`config.mk`:
```
export PLATFORM = sky130hd
export DESIGN_NAME = subword_store_unit
export DESIGN_NICKNAME = d
export VERILOG_FILES = /design/src/rtl/subword_pkg.sv /design/src/rtl/byte_lane_merge.sv /design/src/rtl/subword_store_unit.sv
export SDC_FILE = /design/constraint.sdc
export NUM_CORES = 1
export LEC_CHECK = 0
export BUFFER_PORTS_ARGS = -buffer_cell sky130_fd_sc_hd__buf_2
export CAP_MARGIN = 0
export CELL_PAD_IN_SITES_DETAIL_PLACEMENT = 1
export CELL_PAD_IN_SITES_GLOBAL_PLACEMENT = 2
export CORE_AREA = 2 2 143 145
export CTS_CLUSTER_DIAMETER = 30
export DETAILED_ROUTE_END_ITERATION = 16
export DIE_AREA = 0 0 145 147
export GPL_TIMING_DRIVEN = 0
export PLACE_DENSITY = 0.75
export SLEW_MARGIN = 10
export SYNTH_ARGS = -nofsm -noshare
export SYNTH_HDL_FRONTEND = slang
export SYNTH_SLANG_ARGS = --single-unit
```
`constraint.sdc`:
```
create_clock -name CLK -period 2.2 [get_ports CLK]
set_input_delay 0.11 -clock CLK [delete_from_list [all_inputs] [get_ports CLK]]
set_output_delay 0.11 -clock CLK [all_outputs]
set_load 0.05 [all_outputs]
```
`src/rtl/subword_pkg.sv`:
```
// Shared types and helpers for the sub-word store read-modify-write engine.
package subword_pkg;

  typedef enum logic [1:0] {
    SZ_BYTE = 2'd0,
    SZ_HALF = 2'd1,
    SZ_WORD = 2'd2
  } mem_size_t;

  typedef enum logic [1:0] {
    IDLE  = 2'd0,
    READ  = 2'd1,
    WRITE = 2'd2,
    DONE  = 2'd3
  } sws_state_t;

  localparam int BYTE_W = 8;
  localparam int HALF_W = 16;
  localparam int LANE_W = 2;

  // Size encoding 3 has no legal access, so it is always rejected.
  function automatic logic is_misaligned(input mem_size_t size, input logic [LANE_W-1:0] lane);
    case (size)
      SZ_BYTE: is_misaligned = 1'b0;
      SZ_HALF: is_misaligned = lane[0];
      SZ_WORD: is_misaligned = (lane != 2'b00);
      default: is_misaligned = 1'b1;
    endcase
  endfunction

endpackage

```
`src/rtl/byte_lane_merge.sv`:
```
// Inserts the low byte/half of wdata into the addressed lane of an existing word.
module byte_lane_merge
  import subword_pkg::*;
#(
  parameter bit BIG_ENDIAN = 1'b1
) (
  input  logic [31:0]       old_word,
  input  logic [31:0]       wdata,
  input  mem_size_t         size,
  input  logic [LANE_W-1:0] lane,
  output logic [31:0]       merged
);

  logic [1:0] byte_sel;
  logic       half_sel;

  // Big-endian puts lane 0 in the most significant byte, so the lane index is mirrored.
  assign byte_sel = BIG_ENDIAN ? ~lane : lane;
  assign half_sel = BIG_ENDIAN ? ~lane[1] : lane[1];

  always_comb begin
    merged = old_word;
    case (size)
      SZ_BYTE: merged[{byte_sel, 3'b000} +: BYTE_W] = wdata[BYTE_W-1:0];
      SZ_HALF: merged[{half_sel, 4'b0000} +: HALF_W] = wdata[HALF_W-1:0];
      default: merged = wdata;
    endcase
  end

endmodule

```
`src/rtl/subword_store_unit.sv`:
```
// SB/SH/SW store engine: reads the target word when needed, merges the new lane, writes it back.
module subword_store_unit
  import subword_pkg::*;
#(
  parameter int ADDR_W     = 32,
  parameter bit BIG_ENDIAN = 1'b1
) (
  input  logic              CLK,
  input  logic              nRST,
  input  logic              req,
  input  mem_size_t         size,
  input  logic [ADDR_W-1:0] addr,
  input  logic [31:0]       wdata,
  output logic              busy,
  output logic              done,
  output logic              misaligned,
  output logic              dREN,
  output logic              dWEN,
  output logic [ADDR_W-1:0] daddr,
  output logic [31:0]       dstore,
  input  logic [31:0]       dload,
  input  logic              dwait,
  output sws_state_t        state
);

  sws_state_t        state_next;
  mem_size_t         size_q;
  logic [LANE_W-1:0] lane_q;
  logic [31:0]       wdata_q;
  logic              mis_q;
  logic              req_mis;
  logic [31:0]       merged;

  assign req_mis = is_misaligned(size, addr[LANE_W-1:0]);

  byte_lane_merge #(
    .BIG_ENDIAN(BIG_ENDIAN)
  ) u_merge (
    .old_word(dload),
    .wdata   (wdata_q),
    .size    (size_q),
    .lane    (lane_q),
    .merged  (merged)
  );

  // Memory handshake: dREN/dWEN and daddr/dstore stay constant while dwait is
  // high; a transfer completes on the first rising edge that sees dwait low.
  always_comb begin
    state_next = state;
    case (state)
      IDLE: begin
        if (req) begin
          if (req_mis)              state_next = DONE;
          else if (size == SZ_WORD) state_next = WRITE;
          else                      state_next = READ;
        end
      end
      READ:    if (!dwait) state_next = WRITE;
      WRITE:   if (!dwait) state_next = DONE;
      default: state_next = IDLE;
    endcase
  end

  always_ff @(posedge CLK or negedge nRST) begin
    if (!nRST) begin
      state   <= IDLE;
      size_q  <= SZ_BYTE;
      lane_q  <= '0;
      wdata_q <= '0;
      mis_q   <= 1'b0;
      daddr   <= '0;
      dstore  <= '0;
    end else begin
      state <= state_next;
      if (state == IDLE && req) begin
        size_q  <= size;
        lane_q  <= addr[LANE_W-1:0];
        wdata_q <= wdata;
        mis_q   <= req_mis;
        daddr   <= {addr[ADDR_W-1:LANE_W], {LANE_W{1'b0}}};
        if (size == SZ_WORD && !req_mis) dstore <= wdata;
      end
      // The merge happens on the read data, so dstore already holds the final word in WRITE.
      if (state == READ && !dwait) dstore <= merged;
    end
  end

  assign busy       = (state != IDLE);
  assign done       = (state == DONE);
  assign misaligned = (state == DONE) && mis_q;
  assign dREN       = (state == READ);
  assign dWEN       = (state == WRITE);

endmodule

```
# Word-level counts from Yosys, hierarchy flattened
# Index checks and enable logic that the tools add are counted.
[word_totals]
register_bits = 101
input_bits = 102
output_inout_bits = 71
elab_cells = 52
[classes]
add_sub_neg = 2
eq_ne = 9
shifts = 4
muxes = 13
bitwise = 2
reduce_logical = 15
[ops]
columns = ["cell", "count"]
rows = [
  ["$mux 32", 3],
  ["$bwmux 32", 2],
  ["$pmux 32 s2", 1],
  ["$shift 16x7->32 const A", 1],
  ["$shift 8x7->32 const A", 1],
  ["$shiftx 16x7->32", 1],
  ["$shiftx 8x7->32", 1],
  ["$neg 5->7", 2],
  ["$mux 2", 5],
  ["$reduce_bool 2->1", 4],
  ["$eq 2x1->1 const B", 3],
  ["$eq 2x2->1 const B", 3],
  ["$logic_not 2->1", 3],
  ["$ne 2x2->1 const B", 3],
  ["$pmux 2 s3", 1],
  ["$logic_and 1x1->1", 4],
  ["$pmux 1 s3", 1],
  ["$reduce_and 3->1", 1],
  ["$logic_not 1->1", 2],
  ["$not 2->2", 1],
  ["$reduce_and 2->1", 1],
  ["$not 1->1", 1],
]

# Longest topological paths before layout
# Gate-level depths: netlist of the first run.
[logic_depth]
ltp_word = 7
ltp_mapped = 9
mapped_depth_nobuf = 6

# Hierarchy
# From an unflattened synthesis of the first run, not the netlist that was laid out.
[unflattened]
hier_cells = 483
hier_area_um2 = 5361.4
[by_module_without_submodules]
columns = ["mod", "instances", "cells_per_inst", "area_each_um2"]
rows = [
  ["subword_store_unit", 1, 354, 4367.9],
  ["byte_lane_merge", 1, 129, 993.5],
]

# Worst setup path after synthesis of the first run
# OpenSTA, ideal clock, no wires.
[synth_timing]
path_kind = "reg2reg"
start = "register state[1]"
end = "register dstore[0]"
setup_time_ps = 158
arrival_time_ps = 2261
required_ps = 2042
path_slack_ps = -219
path_stages_with_launch = 7
synth_period_minus_slack_ps = 2419
path_cell_list = "dfrtp_1 inv_1 ha_1 nand2b_1 clkbuf_1 clkbuf_1 a32oi_1"
[synth_via]
elab_chain_len = 4
[synth_lines]
columns = ["element", "line", "text"]
rows = [
  ["start: declaration", "subword_store_unit.sv:23", "output sws_state_t state"],
  ["start signal: assignment", "subword_store_unit.sv:74", "state <= state_next;"],
  ["$eq 2x1->1 (*)", "n/a", ""],
  ["via dREN", "subword_store_unit.sv:17", "output logic dREN,"],
  ["$logic_and 1x1->1 (*)", "subword_store_unit.sv:84", "if (state == READ && !dwait) dstore <= merged;"],
  ["$reduce_bool 2->1 (no line)", "n/a", ""],
  ["$reduce_and 2->1 (no line)", "n/a", ""],
  ["end signal: assignment", "subword_store_unit.sv:81", "if (size == SZ_WORD && !req_mis) dstore <= wdata;"],
  ["end signal: assignment", "subword_store_unit.sv:84", ""],
  ["end: declaration", "subword_store_unit.sv:20", "output logic [31:0] dstore,"],
]
# The timed path passes the listed nets; every way through them passes the cells marked *.
# A chain may end at the register's enable or synchronous reset.

# Worst setup path in the final report of the first run
[layout_timing]
start = "register state[0]"
end = "register size_q[0]"
[layout_via]
elab_chain_len = 2
[layout_lines]
columns = ["element", "line", "text"]
rows = [
  ["$logic_not 2->1", "subword_store_unit.sv:75", "if (state == IDLE && req) begin"],
  ["$logic_and 1x1->1", "subword_store_unit.sv:75", ""],
  ["end signal: assignment", "subword_store_unit.sv:76", "size_q <= size;"],
  ["end: declaration", "subword_store_unit.sv:27", "mem_size_t size_q;"],
]
# Every way passes these cells.

==> impl_summary.txt, run 1 <==
----------------------------------------------------
[Drt]
  Via count ... approximately 5400
  Initial detailed-routing violation count ... 240
  Post-DR vias/cell ... 4.827
  Number of remaining DRC errors ... 0
  First-pass iteration count of the detailed router ... 4
  Antenna Nets Post-Route ... 0
  Routed wirelength normalized by instance count ... ~19 microns
  Routed wire length ... 20680 microns

[Synthesis]
  Synth Area in XOR/XNOR ... 0%
  Most instantiated library cell after synthesis ... nand2_1
  Ys Warns ... 0
  Synth unique cells ... 46
  Dominant register cell in the synthesized netlist ... dfrtp_1
  Fraction of post-synthesis cell area in the top cell type by area ... 48.03%
  Largest cells by area after synthesis ... dfrtp_1 (48%), nand2_1 (17%), a221oi_1 (4.5%)
  Average footprint of a synthesized cell ... 8.950 sq um
  Top cells by instance count after synthesis ... nand2_1 (244), dfrtp_1 (101), a221oi_1 (27), mux2i_1 (23), clkbuf_1 (20)
  Total of flip-flops plus latches after synthesis ... 101
  Simple-gate share of the synthesized area ... 24.49%
  Number of cells produced by synthesis ... between 500 and 600
  Seq/Total Area, Yosys ... 48.03%
  Cell taking the most area after synthesis ... dfrtp_1
  Fraction of synthesized area in multiplexers ... 4.375%
  Number of enable flip-flop cells after synthesis ... 0
  Cell area after synthesis ... about 5300 sq um
  Largest family of logic cells by synthesized area ... simple AND/OR/NAND/NOR gates
  Fraction of the mapped netlist area in adder cells ... between 2 and 2.5%
  Compound-gate portion of the synthesized area ... 16.24%
  Ys async rst share ... 100.0%

[Place]
  Final HPWL DP ... about 15000 microns
  Post-place instance area ... 6494 sq um
  # port buffers ... 170
  Pre-CTS setup slack ... -0.4708 ns
  Final weighted congestion in routability-driven placement ... 0.8388

[Floorplanning]
  Die Height ... 147 microns
  Die Outline Area ... 21320 sq um
  Die width ... 145 microns
  Number of placement rows ... 52
  Number of top-level design ports ... 173
  Core area ... 19840 sq um
  Initial Utilization ... 26.52%

[STA]
  Slew at the pin with the worst max-slew slack ... 0.7459 ns
  Maximum achievable frequency ... 487.6 MHz
  Unrepaired setup endpoints after global routing ... false
  Post-layout min period ... 2.051 ns
  Final Cycle Share ... just over 90%
  Slew Limit Headroom ... 50.17%
  Fin worst setup slack ... 0.1490 ns
  Final Setup Violations ... 0
  Final hold vios ... 0
  Clock tree skew after final layout ... 0.007456 ns
  Setup TNS ... 0 ns
  Count of final max-slew check failures ... 0

[Pwr]
  Clock group share of total power ... 14.7%
  Power spent charging and discharging nets ... 6.195 mW
  Internal power of the cells ... between 5 and 6 mW
  Max rail drop VDD ... 0.8370 mV
  Comb pwr share ... between 50% and 60%
  Leakage power ... about 3.8 nW
  Switching Fraction ... 52.54%
  Total power divided by cell area ... 1576 nW/um^2
  Power share of the sequential group ... roughly 29%

[Setup path]
  Worst Path Required ... 2.49 ns
  Signal arrival time at the worst endpoint ... 2.35 ns
  Count of cells along the worst register-to-register path ... 6
  Crit-path max FO ... 11
  Kind of critical path ... reg -> reg
  Destination of the worst register-to-register timing path ... size_q[0]$_DFFE_PN0P_
  Setup crit end kind ... register
  Worst setup slack for register-to-register paths ... 0.15 ns
  Kind of start point of the critical path ... register
  Worst reg2reg path startpoint ... state[0]$_DFFE_PN0P_

[Global route]
  Largest net degree at the start of global routing ... 68
  Vias in the first global route ... 5992
  Initial antenna violation count ... 3
  Wire length of the first global-routing pass ... approximately 33000 microns
  Residual overflow from global routing ... 0
  Aggregate global-route resource usage ... 19.53%

[Clocking]
  CTS root buf ... clkbuf_16
  Depth of the CTS H-tree ... 3
  Number of clock sinks ... 101
  Clock tree from TritonCTS ... built
  Source-to-sink clock delay at the later pin of the worst-skew pair ... 0.36 ns
  Clock edge transition at the registers on the reported setup and hold paths ... ~0.07 ns
  Largest buffer count on any clock path ... 2
  Number of buffers created by CTS ... 9

[Hold path]
  Worst hold endpoint ... size_q[1]$_DFFE_PN0P_
  Number of cells on the worst hold path ... 3
  Hold Crit Class ... in -> reg
  Source of the worst hold timing path ... size[1]

[Final layout]
  Final design area excluding fillers ... roughly 7500 sq um
  Final net count ... roughly 950
  Footprint of the multi-input gates ... 2526 sq um
  Number of inserted filler cells in the final layout ... 2388
  FF/Latch Area ... 2531 sq um
  Layout cell share with drive strength beyond 1 ... 26.97%
  Area delta synth->final ... 42.18%

[Flow run]
  Max-capacitance violation count ... 0

[Outcome]
  Status ... finished clean

----------------------------------------------------
==> sequential cells by signal, indices dropped and copies added, names as in the netlist <==
signal   count
dstore      32
wdata_q     32
daddr       30
lane_q       2
size_q       2
state        2
mis_q        1
==> critical path: stages, from the launching register on <==
cell and delay [ns]:
dfrtp_2 0.42, inv_1 0.10, ha_1 0.25, nand2_1 0.44, clkbuf_1 0.54, nand2_1 0.14
nand2_1 0.09
==> metrics by stage <==
| step | hold slack, ns | power, mW | instances | util [%] |
|---|---|---|---|---|
| after floorplan | -0.1856 | 7.986 | 589 | - |
| after global placement | 0.3023 | 9.732 | 1029 | 32.55 |
| after detailed placement | 0.03043 | 9.935 | 1030 | 32.72 |
| after CTS | 0.01419 | 11.87 | 1109 | 37.67 |
| after global routing | 0.05982 | 12.56 | 1109 | 37.68 |
| final | 0.02532 | 11.79 | 1111 | 37.70 |
==> worst max path at each step <==
stage                          startpoint                      end  slack [ns]  cells after the start
finish               state[0]$_DFFE_PN0P_    size_q[0]$_DFFE_PN0P_        0.15                      6
global route         state[0]$_DFFE_PN0P_  wdata_q[10]$_DFFE_PN0P_      0.0004                      7
CTS                  state[0]$_DFFE_PN0P_     daddr[4]$_DFFE_PN0P_       0.003                      7
detailed placement  lane_q[1]$_DFFE_PN0P_    dstore[6]$_DFFE_PN0P_       -0.47                      9
global placement    lane_q[1]$_DFFE_PN0P_    dstore[1]$_DFFE_PN0P_       -0.41                      9
floorplan           lane_q[1]$_DFFE_PN0P_    dstore[0]$_DFFE_PN0P_        0.05                      9
==> cells by family (layout without fill, tap and decap cells) <==
kind of cell,count (synthesis),count (layout)
AOI/OAI and AO/OA,110,110
adders and majority gates,10,10
buffers and inverters,49,298
DFF,101,101
muxes,23,23
other,1,5
and+or+nand+nor,294,294
==> placed cells by master (no fill, tap or decap), types with 3 or more instances in the layout <==
cell type and count:
diode_2 3, nand2_1 244, ha_1 7, dfrtp_2 3
o2bb2ai_1 7, ha_2 3, nor2_1 4, a211oi_1 4
clkbuf_2 7, o211ai_1 4, a32oi_1 8, clkbuf_16 9
inv_1 7, nand2b_1 5, and3_1 8, nand3_1 7
buf_2 180, a221oi_1 27, a31oi_1 14, a21oi_1 12
mux2i_1 23, and4_1 3, dlygate4sd3_1 63, buf_4 4
clkbuf_1 15, a21o_1 6, o21ai_0 4, a22o_1 16
nand4b_1 5, dfrtp_1 98, nor3_1 3
==> per-layer routing <==
layer | wire, microns | vias up | global-route usage [%]
li1 | - | 2549 | -
met1 | 9002 | 2645 | 24.17
met2 | 10060 | 142 | 33.86
met3 | 1268 | 25 | 4.814
met4 | 340 | 2 | 5.693
met5 | 5 | - | 0
==> cell type report <==
type / instances / area share (%)
plain buffers: 39 / 2.826
multi-input cells: 439 / 33.76
repair buffers: 236 / 20.45
well taps: 270 / 4.515
clock inverters: 4 / 0.7358
diodes: 3 / 0.1003
flip-flops and latches: 101 / 33.83
clock buffers: 12 / 3.428
inverters: 7 / 0.3512
==> power groups by stage <==
stage	Clock [mW]	Combinational [mW]	Sequential (mW)
2_1_floorplan	0	2.71	5.28
3_3_place_gp	0	6.30	3.44
3_5_place_dp	0	6.45	3.48
4_1_cts	1.76	6.65	3.46
5_1_grt	1.85	7.13	3.57
6_report	1.74	6.61	3.45
==> what timing repair did <==
action | 4_1_cts | 5_1_grt
buffers inserted | 2 | 0
hold buffers | 63 | 0
resized for setup | 12 | 10
cloned | 0 | 0
hold endpoints to repair | 96 | 0
pin swaps | 1 | 0
endpoints found under the setup margin | 54 | 43
Power figures use the tool's default switching activity.
==> run 2, diff against run 1 <==
--- a/config.mk
+++ b/config.mk
@@ -10,6 +10,7 @@
 export CELL_PAD_IN_SITES_DETAIL_PLACEMENT = 1
 export CELL_PAD_IN_SITES_GLOBAL_PLACEMENT = 2
 export CORE_AREA = 2 2 143 145
+export CTS_BUF_LIST = sky130_fd_sc_hd__clkbuf_8 sky130_fd_sc_hd__clkbuf_16
 export CTS_CLUSTER_DIAMETER = 30
 export DETAILED_ROUTE_END_ITERATION = 16
 export DIE_AREA = 0 0 145 147
==> run 2 against run 1 <==
Die area did not move. Critical endpoint unchanged. Register-to-register slack hardly changed. Routed wire length is essentially flat. Largest cell class unchanged. First-iteration DRC count grew 0.42%.
==> impl_summary.txt, run 2 (same netlist as run 1, synthesis figures left out) <==
----------------------------------------------------
[Drt]
  Routed wirelength normalized by instance count ... 18.61 microns (about the same)
  Number of remaining DRC errors ... 0 (unchanged)
  Antenna Nets Post-Route ... 0 (unchanged)
  First-pass iteration count of the detailed router ... 4 (unchanged)
  Post-DR vias/cell ... 4.831 (about the same)
  Via count ... 5367 (+0.075%)
  Routed wire length ... 20680 microns (about the same)
  Initial detailed-routing violation count ... 241 (+0.42%)

[Final layout]
  Area delta synth->final ... 42.18% (unchanged)
  Non-filler instance count after layout ... 1111 (unchanged)
  Most frequent cells in the layout ... nand2_1 (244), buf_2 (180), dfrtp_1 (98)
  Final net count ... 945 (unchanged)
  Layout cell share with drive strength beyond 1 ... 26.97% (unchanged)
  Number of inserted filler cells in the final layout ... 2388 (unchanged)
  Top flop regs ... dstore x32, wdata_q x32, daddr x30
  Most frequent standard cell in the layout excluding fill and tap cells ... nand2_1
  Util after Layout ... 37.70% (unchanged)

[Setup path]
  Worst setup slack for register-to-register paths ... 0.15 ns (about the same)
  Worst Path Required ... 2.49 ns (about the same)
  Kind of critical path ... reg -> reg
  Worst reg2reg path startpoint ... state[0]$_DFFE_PN0P_
  Signal arrival time at the worst endpoint ... 2.35 ns (about the same)
  Kind of start point of the critical path ... register
  Crit-path max FO ... 11 (unchanged)
  Count of cells along the worst register-to-register path ... 6 (unchanged)
  Destination of the worst register-to-register timing path ... size_q[0]$_DFFE_PN0P_
  Setup crit end kind ... register

[Pwr]
  Comb pwr share ... 56.1% (about the same)
  Switching Fraction ... 52.56% (about the same)
  Internal power of the cells ... 5.591 mW (about the same)
  Total power divided by cell area ... 1575 nW/um^2 (about the same)
  Leakage power ... 3.842 nW (+0.11%)
  Max rail drop VDD ... 0.8370 mV (unchanged)
  Power share of the sequential group ... 29.2% (about the same)
  Power spent charging and discharging nets ... 6.196 mW (about the same)
  Clock group share of total power ... 14.7% (about the same)

[STA]
  Final Setup Violations ... 0 (unchanged)
  Unrepaired setup endpoints after global routing ... false
  Count of final max-slew check failures ... 0 (unchanged)
  Final hold vios ... 0 (unchanged)
  Maximum achievable frequency ... 487.6 MHz (unchanged)
  Slew Limit Headroom ... 50.17% (unchanged)
  Worst hold-check slack ... 0.02530 ns (-0.00002380 ns)
  Slew at the pin with the worst max-slew slack ... 0.7459 ns (unchanged)
  Post-layout min period ... 2.051 ns (+0.000001000 ns)
  Setup TNS ... 0 ns (unchanged)
  Final Cycle Share ... 93.23% (about the same)
  Clock tree skew after final layout ... 0.007452 ns (-0.000003750 ns)

[Floorplanning]
  Core area ... 19840 sq um (unchanged)
  Number of placement rows ... 52 (unchanged)
  Die width ... 145 microns (unchanged)
  Die Height ... 147 microns (unchanged)
  Number of top-level design ports ... 173 (unchanged)
  Die Outline Area ... 21320 sq um (unchanged)
  Initial Utilization ... 26.52% (unchanged)

[Global route]
  Aggregate global-route resource usage ... 19.53% (unchanged)
  Initial antenna violation count ... 3 (unchanged)
  Vias in the first global route ... 5992 (unchanged)
  Residual overflow from global routing ... 0 (unchanged)
  Wire length of the first global-routing pass ... 32780 microns (unchanged)
  Largest net degree at the start of global routing ... 68 (unchanged)

[Place]
  Total placed cells including tap cells ... 1030 (unchanged)
  Final weighted congestion in routability-driven placement ... 0.8388 (unchanged)
  Final HPWL DP ... 15310 microns (unchanged)
  # port buffers ... 170 (unchanged)

[Clocking]
  Clock edge transition at the registers on the reported setup and hold paths ... 0.07 ns (about the same)
  Source-to-sink clock delay at the later pin of the worst-skew pair ... 0.36 ns (about the same)
  Number of buffers created by CTS ... 9 (unchanged)
  Number of clock sinks ... 101 (unchanged)
  Largest buffer count on any clock path ... 2 (unchanged)
  Depth of the CTS H-tree ... 3 (unchanged)
  CTS root buf ... clkbuf_16
  Clock tree from TritonCTS ... built

[Flow run]
  Max-capacitance violation count ... 0 (unchanged)

[Hold path]
  Number of cells on the worst hold path ... 3 (unchanged)
  Hold Crit Class ... in -> reg
  Worst hold endpoint ... size_q[1]$_DFFE_PN0P_
  Source of the worst hold timing path ... size[1]

[Outcome]
  Status ... finished clean

----------------------------------------------------
run 2: worst max path at each step:
stage,cells after the start,startpoint,to,slack (ns)
2_1_floorplan,9,lane_q[1]$_DFFE_PN0P_,dstore[0]$_DFFE_PN0P_,0.05
3_3_place_gp,9,lane_q[1]$_DFFE_PN0P_,dstore[1]$_DFFE_PN0P_,-0.41
3_5_place_dp,9,lane_q[1]$_DFFE_PN0P_,dstore[6]$_DFFE_PN0P_,-0.47
4_1_cts,7,state[0]$_DFFE_PN0P_,daddr[4]$_DFFE_PN0P_,0.003
5_1_grt,7,state[0]$_DFFE_PN0P_,wdata_q[10]$_DFFE_PN0P_,0.0004
6_report,6,state[0]$_DFFE_PN0P_,size_q[0]$_DFFE_PN0P_,0.15
run 2: timing repair:
item | CTS | global route
hold buffers | 63 | 0
pin swaps | 1 | 0
setup endpoints to repair | 54 | 43
hold endpoints to repair | 96 | 0
cloned | 0 | 0
gates resized for setup | 12 | 10
setup buffers | 2 | 0
run 2: worst max-delay path: stages, from the launching register on:
cell and delay, ns:
dfrtp_2 0.42, inv_1 0.10, ha_1 0.25, nand2_1 0.44, clkbuf_1 0.54, nand2_1 0.14
nand2_1 0.09
run 2: power by group through the flow:
stage / clock [mW] / sequential (mW) / combinational, mW
global placement: 0 / 3.44 / 6.30
floorplan: 0 / 5.28 / 2.71
detailed placement: 0 / 3.48 / 6.45
finish: 1.73 / 3.45 / 6.61
global route: 1.85 / 3.57 / 7.13
CTS: 1.76 / 3.46 / 6.65
run 2: per-layer routing:
layer  share of wire (%)  vias to the layer above  GRT usage [%]
met4                 1.6                        2          5.693
met1                  44                     2649          24.17
met2                  49                      142          33.86
li1                    -                     2549              -
met3                 6.1                       25          4.814
met5               0.024                        -              0
run 2: final cells by class:
cell class / count / area [sq um] / share of cell area [%]
flip-flops and latches: 101 / 2531 / 33.83
multi-input cells: 439 / 2526 / 33.76
repair buffers: 236 / 1530 / 20.45
well taps: 270 / 337.8 / 4.515
clock buffers: 11 / 252.7 / 3.378
plain buffers: 39 / 211.5 / 2.826
clock inverters: 5 / 58.81 / 0.7860
inverters: 7 / 26.28 / 0.3512
diodes: 3 / 7.507 / 0.1003
run 2: stage by stage:
step / cell area, sq um / power (mW) / setup slack [ns]
after global placement: 6460 / 9.732 / -0.4132
final: 7482 / 11.79 / 0.1490
after detailed placement: 6494 / 9.935 / -0.4708
after CTS: 7475 / 11.86 / 0.002967
after floorplan: 5271 / 7.986 / 0.05406
after global routing: 7477 / 12.55 / 0.0004370
==> run 3, diff against run 2 <==
--- a/config.mk
+++ b/config.mk
@@ -5,7 +5,7 @@
 export SDC_FILE = /design/constraint.sdc
 export NUM_CORES = 1
 export LEC_CHECK = 0
-export BUFFER_PORTS_ARGS = -buffer_cell sky130_fd_sc_hd__buf_2
+export BUFFER_PORTS_ARGS = -buffer_cell sky130_fd_sc_hd__buf_4
 export CAP_MARGIN = 0
 export CELL_PAD_IN_SITES_DETAIL_PLACEMENT = 1
 export CELL_PAD_IN_SITES_GLOBAL_PLACEMENT = 2
@@ -20,3 +20,4 @@
 export SYNTH_ARGS = -nofsm -noshare
 export SYNTH_HDL_FRONTEND = slang
 export SYNTH_SLANG_ARGS = --single-unit
+export TNS_END_PERCENT = 20
==> run 3 against run 2 <==
Cell count barely moved. Sequential cell count did not move. Largest cell class unchanged. Clock power barely moved. Clock skew rose by 0.0070 ns. Routed wire length rose by 3.4%. Fmax fell by 0.38%. Design area rose by 5.9%. Highest routed layer is now met4. Setup slack got worse by 0.0079 ns. Die area did not move. Critical path type unchanged. Clock-buffer cell count fell by 2. Largest power group unchanged. Sequential share of layout area fell by 1.9 points.
==> impl_summary.txt, run 3 (same netlist as run 1, synthesis figures left out) <==
----------------------------------------------------
[Clocking]
  Source-to-sink clock delay at the later pin of the worst-skew pair ... 0.36 ns (about the same)
  Number of clock sinks ... 101 (unchanged)
  Clock tree from TritonCTS ... built
  Clock edge transition at the registers on the reported setup and hold paths ... 0.08 ns (about the same)
  CTS root buf ... clkbuf_16
  Number of buffers created by CTS ... 9 (unchanged)
  Depth of the CTS H-tree ... 3 (unchanged)
  Largest buffer count on any clock path ... 2 (unchanged)

[Place]
  Final HPWL DP ... 15300 microns (about the same)
  Pre-CTS setup slack ... -0.5068 ns (-0.03601 ns)
  Final weighted congestion in routability-driven placement ... 0.8614 (+2.7%)
  # port buffers ... 170 (unchanged)

[Pwr]
  Total power divided by cell area ... 1566 nW/um^2 (-0.58%)
  PnR Total Power ... 12.41 mW (+5.3%)
  Switching Fraction ... 51.35% (-1.2 points)
  Comb pwr share ... 57.5% (+1.4 points)
  Power spent charging and discharging nets ... 6.371 mW (+2.8%)
  Power share of the sequential group ... 28.3% (-0.9 points)
  Max rail drop VDD ... 0.7255 mV (-13%)
  Clock group share of total power ... 14.2% (-0.5 points)
  Internal power of the cells ... 6.036 mW (+7.9%)
  Leakage power ... 3.998 nW (+4.1%)

[Hold path]
  Source of the worst hold timing path ... size[1]
  Worst hold endpoint ... size_q[1]$_DFFE_PN0P_
  Number of cells on the worst hold path ... 3 (unchanged)
  Hold Crit Class ... in -> reg

[Drt]
  Post-DR vias/cell ... 4.875 (+0.92%)
  Via count ... 5421 (+1.0%)
  First-pass iteration count of the detailed router ... 4 (unchanged)
  Initial detailed-routing violation count ... 210 (-13%)
  Routed wirelength normalized by instance count ... 19.22 microns (+3.3%)
  Antenna Nets Post-Route ... 0 (unchanged)
  Number of remaining DRC errors ... 0 (unchanged)
  Routed wire length ... 21380 microns (+3.4%)

[Setup path]
  Worst Path Required ... 2.49 ns (about the same)
  Kind of critical path ... reg -> reg
  Worst setup slack for register-to-register paths ... 0.14 ns (about the same)
  Worst reg2reg path startpoint ... lane_q[1]$_DFFE_PN0P_
  Count of cells along the worst register-to-register path ... 7 (+1)
  Setup crit end kind ... register
  Crit-path max FO ... 19 (+8)
  Signal arrival time at the worst endpoint ... 2.34 ns (about the same)
  Kind of start point of the critical path ... register
  Destination of the worst register-to-register timing path ... dstore[21]$_DFFE_PN0P_

[STA]
  Final hold vios ... 0 (unchanged)
  Worst hold-check slack ... 0.01363 ns (-0.01167 ns)
  Count of final max-slew check failures ... 0 (unchanged)
  Clock tree skew after final layout ... 0.01444 ns (+0.006992 ns)
  Slew at the pin with the worst max-slew slack ... 0.9867 ns (+0.2408 ns)
  Post-layout min period ... 2.059 ns (+0.007857 ns)
  Fin worst setup slack ... 0.1411 ns (-0.007857 ns)
  Maximum achievable frequency ... 485.7 MHz (-0.38%)
  Final Setup Violations ... 0 (unchanged)
  Unrepaired setup endpoints after global routing ... false
  Slew Limit Headroom ... 34.22% (-16 points)
  Final Cycle Share ... 93.58% (+0.36 points)

[Final layout]
  FF/Latch Area ... 2531 sq um (unchanged)
  Most frequent cells in the layout ... nand2_1 (244), buf_4 (177), dfrtp_1 (98)
  Area delta synth->final ... 50.52%
  Number of inserted filler cells in the final layout ... 2319 (-2.9%)
  Number of antenna diodes ... 0 (-3)
  Most frequent standard cell in the layout excluding fill and tap cells ... nand2_1
  Final net count ... 949 (+0.42%)
  Top flop regs ... dstore x32, wdata_q x32, daddr x30
  Footprint of the multi-input gates ... 2529 sq um (about the same)
  Layout cell share with drive strength beyond 1 ... 27.91% (+0.94 points)

[Floorplanning]
  Die Outline Area ... 21320 sq um (unchanged)
  Number of placement rows ... 52 (unchanged)
  Die Height ... 147 microns (unchanged)
  Initial Utilization ... 26.52% (unchanged)
  Core area ... 19840 sq um (unchanged)
  Number of top-level design ports ... 173 (unchanged)
  Die width ... 145 microns (unchanged)

[Global route]
  Residual overflow from global routing ... 0 (unchanged)
  Initial antenna violation count ... 0 (-3)
  Wire length of the first global-routing pass ... 33330 microns (+1.7%)
  Vias in the first global route ... 6066 (+1.2%)
  Aggregate global-route resource usage ... 19.89% (+0.36 points)
  Largest net degree at the start of global routing ... 102 (+50%)

[Outcome]
  Status ... finished clean

[Flow run]
  Max-capacitance violation count ... 0 (unchanged)

----------------------------------------------------
run 3: metal layers:
metal / global-route usage, % / up-vias / part of all wire, %
li1: - / 2544 / -
met1: 24.66 / 2712 / 43
met2: 34.52 / 147 / 49
met3: 5.155 / 18 / 6.0
met4: 5.198 / 0 / 1.6
met5: 0 / - / 0
run 3: repair_timing:
action	in CTS	in global routing
pin swaps	1	1
buffers inserted	2	4
hold buffers	63	0
endpoints found under the hold margin	163	0
setup endpoints to repair	72	42
gates resized for setup	20	10
run 3: power groups by stage:
| stage | combinational [mW] | sequential (mW) | clock (mW) |
|---|---|---|---|
| after floorplan | 2.71 | 5.28 | 0 |
| after global placement | 6.73 | 3.47 | 0 |
| after detailed placement | 6.89 | 3.52 | 0 |
| after CTS | 7.10 | 3.51 | 1.79 |
| after global routing | 7.65 | 3.63 | 1.88 |
| final | 7.14 | 3.51 | 1.76 |
run 3: how the worst max path moves through the flow:
stage,from,to,depth (start not counted)
finish,lane_q[1]$_DFFE_PN0P_,dstore[21]$_DFFE_PN0P_,7
floorplan,lane_q[1]$_DFFE_PN0P_,dstore[0]$_DFFE_PN0P_,9
detailed placement,lane_q[1]$_DFFE_PN0P_,dstore[4]$_DFFE_PN0P_,9
global route,state[1]$_DFFE_PN0P_,dstore[17]$_DFFE_PN0P_,8
CTS,lane_q[1]$_DFFE_PN0P_,dstore[21]$_DFFE_PN0P_,8
global placement,lane_q[1]$_DFFE_PN0P_,dstore[31]$_DFFE_PN0P_,8
run 3: final cells by class:
cell class | count | share of cell area (%)
Clock buffer | 9 | 2.843
Sequential cell | 101 | 31.95
Buffer | 40 | 2.843
Tap cell | 270 | 4.265
Multi-Input combinational cell | 439 | 31.92
Timing Repair Buffer | 239 | 24.69
Clock inverter | 7 | 1.153
Inverter | 7 | 0.3317
run 3: per-stage QoR:
| stage | TNS [ns] | utilization [%] | cells | cell area (sq um) |
|---|---|---|---|---|
| 3_5_place_dp | -13.56 | 34.72 | 1029 | 6889 |
| 5_1_grt | 0 | 39.92 | 1112 | 7921 |
| 4_1_cts | 0 | 39.77 | 1109 | 7893 |
| 2_1_floorplan | 0 | - | 589 | 5271 |
| 3_3_place_gp | -10.37 | 34.70 | 1029 | 6885 |
| 6_report | 0 | 39.92 | 1112 | 7921 |
run 3: critical path: stages (launching register included):
cell	delay, ns
dfrtp_2	0.41
buf_8	0.20
inv_1	0.12
ha_2	0.23
or4b_2	0.63
o211ai_1	0.14
a211oi_1	0.09
a31oi_1	0.17
